## src/rtl/dualmem_stream_reader_if.sv

```systemverilog
// Byte stream handshake between the ring-buffer drain engine and its sink.
interface dualmem_stream_reader_if;
  logic [7:0] m_data;
  logic       m_valid;
  logic       m_ready;

  modport master (output m_data, output m_valid, input m_ready);
  modport slave  (input m_data, input m_valid, output m_ready);
endinterface

```

## src/rtl/dualmem_stream_reader.sv

```systemverilog
// Drains a byte ring buffer through BRAM port B into a valid/ready stream,
// hiding the one-cycle read latency behind a 2-entry output buffer.
module dualmem_stream_reader #(
  parameter int rwidth = 13
) (
  input  logic              clk,
  input  logic              rst,
  input  logic [rwidth-1:0] wr_ptr,
  input  logic              flush,
  output logic [rwidth-1:0] addrb,
  output logic              enb,
  output logic              web,
  output logic [7:0]        dinb,
  input  logic [7:0]        doutb,
  dualmem_stream_reader_if.master m,
  output logic [rwidth-1:0] rd_ptr,
  output logic              empty,
  output logic [rwidth-1:0] level
);

  localparam logic [rwidth-1:0] one = rwidth'(1);

  logic [rwidth-1:0] issue_ptr_reg;
  logic [rwidth-1:0] rd_ptr_reg;
  logic              pend_reg;
  logic [1:0]        cnt_reg;
  logic [7:0]        buf0_reg;
  logic [7:0]        buf1_reg;

  logic       pop;
  logic       issue_ok;
  logic [2:0] occ;
  logic [1:0] cnt_after;
  logic [1:0] cnt_next;
  logic [7:0] buf0_next;
  logic [7:0] buf1_next;

  // Credit accounting: bytes buffered plus reads in flight, net of this cycle's pop.
  always_comb begin
    pop       = (cnt_reg != 2'd0) && m.m_ready;
    occ       = {1'b0, cnt_reg} + {2'b00, pend_reg} - {2'b00, pop};
    issue_ok  = (issue_ptr_reg != wr_ptr) && (occ < 3'd2) && !flush;
    cnt_after = cnt_reg - {1'b0, pop};
    buf0_next = pop ? buf1_reg : buf0_reg;
    buf1_next = buf1_reg;
    // The returning byte lands in the first free slot after the pop shift.
    if (pend_reg) begin
      if (cnt_after == 2'd0) buf0_next = doutb;
      else                   buf1_next = doutb;
    end
    cnt_next = cnt_after + {1'b0, pend_reg};
  end

  always_ff @(posedge clk) begin
    if (rst) begin
      issue_ptr_reg <= '0;
      rd_ptr_reg    <= '0;
      pend_reg      <= 1'b0;
      cnt_reg       <= 2'd0;
      buf0_reg      <= 8'h00;
      buf1_reg      <= 8'h00;
    end else if (flush) begin
      issue_ptr_reg <= wr_ptr;
      rd_ptr_reg    <= wr_ptr;
      pend_reg      <= 1'b0;
      cnt_reg       <= 2'd0;
    end else begin
      pend_reg <= issue_ok;
      if (issue_ok) issue_ptr_reg <= issue_ptr_reg + one;
      if (pop)      rd_ptr_reg    <= rd_ptr_reg + one;
      cnt_reg  <= cnt_next;
      buf0_reg <= buf0_next;
      buf1_reg <= buf1_next;
    end
  end

  assign addrb     = issue_ptr_reg;
  assign enb       = issue_ok;
  assign web       = 1'b0;
  assign dinb      = 8'h00;
  assign m.m_data  = buf0_reg;
  assign m.m_valid = (cnt_reg != 2'd0);
  assign rd_ptr    = rd_ptr_reg;
  assign empty     = (rd_ptr_reg == wr_ptr);
  assign level     = wr_ptr - rd_ptr_reg;

endmodule

```

## src/flat_wrapper.sv

```systemverilog
// flat-port wrapper written by rule: the top's interface ports become plain ports
module dualmem_stream_reader_flat 
#(
  parameter int rwidth = 13
)
  (clk, rst, wr_ptr, flush, addrb, enb, web, dinb, doutb, rd_ptr, empty, level, m_m_data, m_m_valid, m_m_ready);
  dualmem_stream_reader_if m_i ();
  input  logic clk;
  input  logic rst;
  input  logic [rwidth-1:0] wr_ptr;
  input  logic flush;
  output logic [rwidth-1:0] addrb;
  output logic enb;
  output logic web;
  output logic [7:0] dinb;
  input  logic [7:0] doutb;
  output logic [rwidth-1:0] rd_ptr;
  output logic empty;
  output logic [rwidth-1:0] level;
  output wire logic [$bits(m_i.m_data)-1:0] m_m_data;
  output wire logic [$bits(m_i.m_valid)-1:0] m_m_valid;
  input wire logic [$bits(m_i.m_ready)-1:0] m_m_ready;
  assign m_m_data = m_i.m_data;
  assign m_m_valid = m_i.m_valid;
  assign m_i.m_ready = m_m_ready;
  dualmem_stream_reader #(.rwidth(rwidth)) u_core (.clk(clk), .rst(rst), .wr_ptr(wr_ptr), .flush(flush), .addrb(addrb), .enb(enb), .web(web), .dinb(dinb), .doutb(doutb), .m(m_i), .rd_ptr(rd_ptr), .empty(empty), .level(level));
endmodule
```

## config.mk

```make
export PLATFORM = sky130hd
export DESIGN_NAME = dualmem_stream_reader_flat
export DESIGN_NICKNAME = d
export VERILOG_FILES = /design/src/rtl/dualmem_stream_reader_if.sv /design/src/rtl/dualmem_stream_reader.sv /design/src/flat_wrapper.sv
export SDC_FILE = /design/constraint.sdc
export NUM_CORES = 1
export LEC_CHECK = 0
export BUFFER_PORTS_ARGS = -buffer_cell sky130_fd_sc_hd__buf_2
export CAP_MARGIN = 20
export CORE_UTILIZATION = 48
export CTS_CLUSTER_SIZE = 20
export DETAILED_ROUTE_END_ITERATION = 6
export GPL_ROUTABILITY_DRIVEN = 0
export GPL_TIMING_DRIVEN = 1
export HOLD_SLACK_MARGIN = 0.02
export MAX_ROUTING_LAYER = met4
export PLACE_DENSITY = 0.88
export SLEW_MARGIN = 20
export SYNTH_ARGS = -nofsm -noshare
export SYNTH_HDL_FRONTEND = slang
export SYNTH_SLANG_ARGS = --single-unit
```

## constraint.sdc

```tcl
create_clock -name clk -period 2.4 [get_ports clk]
set_clock_uncertainty 0.15 [all_clocks]
set_input_delay 0.48 -clock clk [delete_from_list [all_inputs] [get_ports clk]]
set_output_delay 0.48 -clock clk [all_outputs]
set_load 0.01 [all_outputs]
```

Word-level counts from Yosys, hierarchy flattened

Index checks and enable logic that the tools add are counted.

Register bits: 45
Bits of input ports: 25
Output and inout port bits: 59
Logic and storage cells: 35

$add $sub $neg: 7
Magnitude comparators: 1
Equal/unequal tests: 2
Multiplexer cells: 7
Bitwise gates (word level): 2
Reductions and logical operators: 10

Operators with widths:

| kind                                                        | count |
|---|---|
| 2-to-1 mux 13 bit                                           | 4 |
| adder 13 x 1 -> 13 bit (second input constant)              | 2 |
| 2-to-1 mux 8 bit                                            | 3 |
| equality test 13 bit                                        | 1 |
| != test 13 bit                                              | 1 |
| subtractor 13 bit                                           | 1 |
| nonzero test 2 bit                                          | 3 |
| adder 2 x 1 -> 3 bit                                        | 1 |
| logical AND 1 bit                                           | 3 |
| less-than comparator 3 x 2 -> 1 bit (second input constant) | 1 |
| AND reduction 3 bit                                         | 1 |
| subtractor 3 x 1 -> 3 bit                                   | 1 |
| adder 2 x 1 -> 2 bit                                        | 1 |
| logical NOT 2 bit                                           | 1 |
| NOT 1 bit                                                   | 2 |
| OR reduction 2 bit                                          | 1 |
| subtractor 2 x 1 -> 2 bit                                   | 1 |
| logical NOT 1 bit                                           | 1 |

Depth between registers and ports, before layout

Depth in word-level cells: 8
Depth in mapped cells: 11
Gate-level depth less buffers: 9

Worst setup path before layout

Ideal clock, no wire load.

Path type: input port to output port
Start: input wr_ptr[0]
End: output level[10]
Arrival: 2.069 ns
Slack: -0.299 ns
Stages on the path: 9
Buffers on the path: 0
Path through: inv_1 -> ha_1 -> fa_1 -> nor2b_1 -> o21ai_0 -> a21o_1 -> a21oi_1 -> mux2i_1 -> o2111ai_1

Longest elaborated chain between the ends: 1

RTL lines:

| item              | line                        | RTL |
|---|---|---|
| start, declared   | flat_wrapper.sv:10          | `input logic [rwidth-1:0] wr_ptr;` |
| subtractor 13 bit | dualmem_stream_reader.sv:85 | `assign level = wr_ptr - rd_ptr_reg;` |
| end, declared     | flat_wrapper.sv:19          | `output logic [rwidth-1:0] level;` |

Every way passes these cells.

Worst setup path in the final report

Start: register u_core.rd_ptr_reg[0], in the netlist u_core.rd_ptr[0]
End: output level[10]

Longest elaborated chain between the ends: 1

RTL lines:

| item                   | line                        | RTL |
|---|---|---|
| start, declared        | dualmem_stream_reader.sv:24 | `logic [rwidth-1:0] rd_ptr_reg;` |
| start signal, assigned | dualmem_stream_reader.sv:64 | `rd_ptr_reg <= wr_ptr;` |
| start signal, assigned | dualmem_stream_reader.sv:70 | `if (pop) rd_ptr_reg <= rd_ptr_reg + one;` |
| subtractor 13 bit      | dualmem_stream_reader.sv:85 |  |

Every way passes these cells.

==> run_results.csv <==
group,metric,value,unit
timing,finalCritPeriodShare,1.21,
clock_network,cts.sinks,45,
timing,setup_viol,9,
grt,track_usage,0.278,
critical_path,crit_required,1.77,ns
timing,setup_ws,-0.499,ns
synthesis,synth_cells,390,
power_and_ir_drop,p_comb_frac,0.367,
power_and_ir_drop,irDropWorstVdd,0.000407,V
detailed_routing,drt_pass1_iterations,4,
synthesis,synth_top_area_frac,0.291,
power_and_ir_drop,power.leakage,2.05,nW
place,dpl_worst_slack,-0.616,ns
grt,grt_pass1_vias,3238,
synthesis,synthMuxAreaShare,0.0291,
synthesis,synth_ff_type,"dfxtp_1",
detailed_routing,vias_per_cell,5.60,
critical_path,critPathSlowestCell,"fa_2",
detailed_routing,final_antenna_net_count,0,
synthesis,netlist_area,0.00310,mm²
layout,fill_cells,441,
grt,grt_remaining_overflow,0,
grt,grt_max_degree,33,
timing,fin_crit,2.90,ns
layout,utilization,0.733,
synthesis,synth_cell_types,46,
synthesis,synth-simple-area-share,0.192,
timing,slew_headroom,0.583,
place,hpwl,6610,µm
grt,antenna_found_initial,0,
critical_path,max_stage_delay,0.38,ns
die,die_x,82.4,µm
synthesis,synthAdderAreaFrac,0.0734,
detailed_routing,route.detailed.drc,0,
critical_path,setup.worst_path.start_class,"register",
synthesis,synthXorXnorAreaFrac,0.102,
synthesis,synth.top_cells.by_area,"dfxtp_1 (29%), xnor2_1 (6.8%), ha_1 (6.1%)",
clock_network,htree_levels,2,
clock_network,clkLatencyLatePin,0.29,ns
detailed_routing,drt-total-wl,9130,µm
power_and_ir_drop,internal_power,1.53,mW
synthesis,synth-compound-area-share,0.231,
clock_network,cts_tree,"built",
layout,antenna_cells,0,
synthesis,yosysWarnings,0,
clock_network,clockBufferDepth,2,
die,fp-row-count,28,
synthesis,synth-edff-count,0,
die,start_util,0.512,
die,die-area,0.00678,mm²
timing,worst_slew_pin_slew,0.625,ns
timing,finalHoldViolations,0,
power_and_ir_drop,p_per_area,505,mW/mm²
power_and_ir_drop,switching_power,711,µW
clock_network,path_clk_slew,0.08,ns
critical_path,critPathCaptureType,"output pin",
synthesis,synth_seq_cells,45,
power_and_ir_drop,p_seq_frac,0.371,
synthesis,yosysTopAreaCell,"dfxtp_1",
hold_path,hold_class,"in -> reg",
layout,syn_to_final_growth,43.3,%
job,maxCapViolations,0,
layout,final_layout_size_suffix_gt1_frac,0.395,
die,coreArea,0.00606,mm²
synthesis,synth_top_family_by_area,"compound AO/OA/AOI/OAI gates",
power_and_ir_drop,clkPwrFrac,0.262,
die,io-pin-count,84,
clock_network,cts_buffers,5,
timing,rsz0062_at_grt,"true",
detailed_routing,wire_per_inst,15.2,µm
clock_network,root_buffer,"clkbuf_8",
synthesis,ys_seq_area_frac,0.291,
synthesis,synth_most_common_cell,"dfxtp_1",
synthesis,netlist_top_cells_count,"dfxtp_1 (45), inv_1 (33), nor2_1 (29), nand2_1 (27)",
die,die_y,82.4,µm
outcome,outcome,"finished with violations",
detailed_routing,vias,3367,
place,io_buffers,74,
timing,slew_violations,0,
outcome,violations,"negative setup slack",
timing,max_freq,345,MHz
grt,grt_pass1_wl,14200,µm
detailed_routing,drtIter0Drc,172,
critical_path,arrival,2.27,ns
critical_path,cp_max_fo,2,
synthesis,synthArstFlopShare,0,
critical_path,cp_cell_sequence,"ha_4 > fa_2 > nor2b_4 > o21ai_2 > a21o_1 > a21oi_2 > mux2i_1 > o2111ai_2 > buf_2",
synthesis,syn_avg_cell_area,7.95,µm²
power_and_ir_drop,swShare,0.317,
critical_path,crit_type,"reg -> out",
layout,fin_nets,567,
[timing repair]
item	4_1_cts	5_1_grt
hold endpoints to repair	0	0
pin swaps	13	9
buffers inserted	8	3
setup endpoints to repair	12	21
hold buffers	0	0
resized for setup	26	27
[final timing paths]
check	startpoint	end	slack (ns)	cells after the start
worst max-delay path	u_core.rd_ptr[0]	level[10]	-0.50	9
worst min-delay path	doutb[3]	u_core.buf1_reg[3]	0.30	3
worst max register to register	u_core.cnt_reg[1]	u_core.addrb[12]	0	9
worst min register to register	u_core.m.m_data[3]	u_core.m.m_data[3]	0.36	2
[per-stage QoR]
step	hold slack (ns)	TNS, ns	power (mW)	instance area (µm²)	instances
2_1_floorplan	0.314	-0.454	1.26	3240	398
4_1_cts	0.289	-3.00	2.18	4270	598
3_3_place_gp	0.327	-3.41	1.52	4010	582
3_5_place_dp	0.342	-4.94	1.55	4010	582
5_1_grt	0.310	-4.59	2.38	4440	601
6_report	0.299	-3.18	2.24	4440	601
[cells by family (layout without fill, tap and decap cells)]
family / after synthesis / in the layout
buffers and inverters: 57 / 185
AND/OR/NAND/NOR: 119 / 119
adder cells (fa/ha/maj): 17 / 17
multiplexers: 9 / 9
XOR/XNOR: 36 / 36
other: 1 / 9
flip-flops: 45 / 45
AO/OA/AOI/OAI: 106 / 106
[critical path: cells and delay by family (launching register included)]
| family | cells | cell delay [ns] |
|---|---|---|
| compound gates | 4 | 0.57 |
| fa+ha+maj | 2 | 0.54 |
| buf+inv | 1 | 0.15 |
| flops | 1 | 0.34 |
| mux | 1 | 0.25 |
| simple gates | 1 | 0.12 |
[cells in the final DEF, fill, tap and decap left out, types with 3 or more instances in the layout]
cell type | netlist | routed
inv_1 | 33 | 29
dfxtp_2 | 0 | 9
nor4_1 | 7 | 6
buf_4 | 10 | 64
inv_2 | 0 | 3
nand3_1 | 5 | 4
and3_1 | 9 | 9
xnor2_1 | 24 | 22
o21ai_0 | 17 | 14
conb_1 | 1 | 9
ha_4 | 0 | 8
mux2i_1 | 9 | 9
ha_1 | 15 | 7
a21boi_0 | 14 | 13
nor3_1 | 12 | 11
xor2_1 | 12 | 12
clkbuf_8 | 0 | 6
nor2_1 | 29 | 26
buf_6 | 0 | 9
a211oi_1 | 9 | 9
a21oi_2 | 1 | 5
a31oi_1 | 4 | 4
nand2_1 | 27 | 24
o22ai_1 | 8 | 8
nand2b_1 | 3 | 3
nand4_1 | 12 | 12
buf_2 | 1 | 71
a21oi_1 | 24 | 19
dfxtp_1 | 45 | 36
nor2_2 | 0 | 3
o21a_1 | 4 | 3
nor2b_4 | 0 | 3
o31a_1 | 11 | 11
[layer usage]
layer	routed length [µm]	vias up	track usage	share of wire
met1	3660	1547	0.299	0.40
met5	0	-	-	0
met3	601	32	0.0484	0.066
met4	241	0	0.105	0.026
met2	4630	155	0.507	0.51
li1	-	1633	-	-
[area by class of cell]
class | instances | area [µm²] | area share
tap | 75 | 93.8 | 0.0211
sequential | 45 | 912 | 0.205
clock inverter | 1 | 30.0 | 0.00676
multi-input combinational | 296 | 2250 | 0.506
inverter | 33 | 136 | 0.0307
clock buffer | 7 | 86.3 | 0.0194
timing repair buffer | 144 | 937 | 0.211
[power by group through the flow]
stage	sequential [mW]	clock (mW)	combinational, mW
after floorplan	0.869	0	0.392
after global placement	0.843	0	0.680
after detailed placement	0.846	0	0.704
after CTS	0.830	0.598	0.748
after global routing	0.839	0.634	0.903
final	0.833	0.588	0.823
Power figures use the tool's default switching activity.
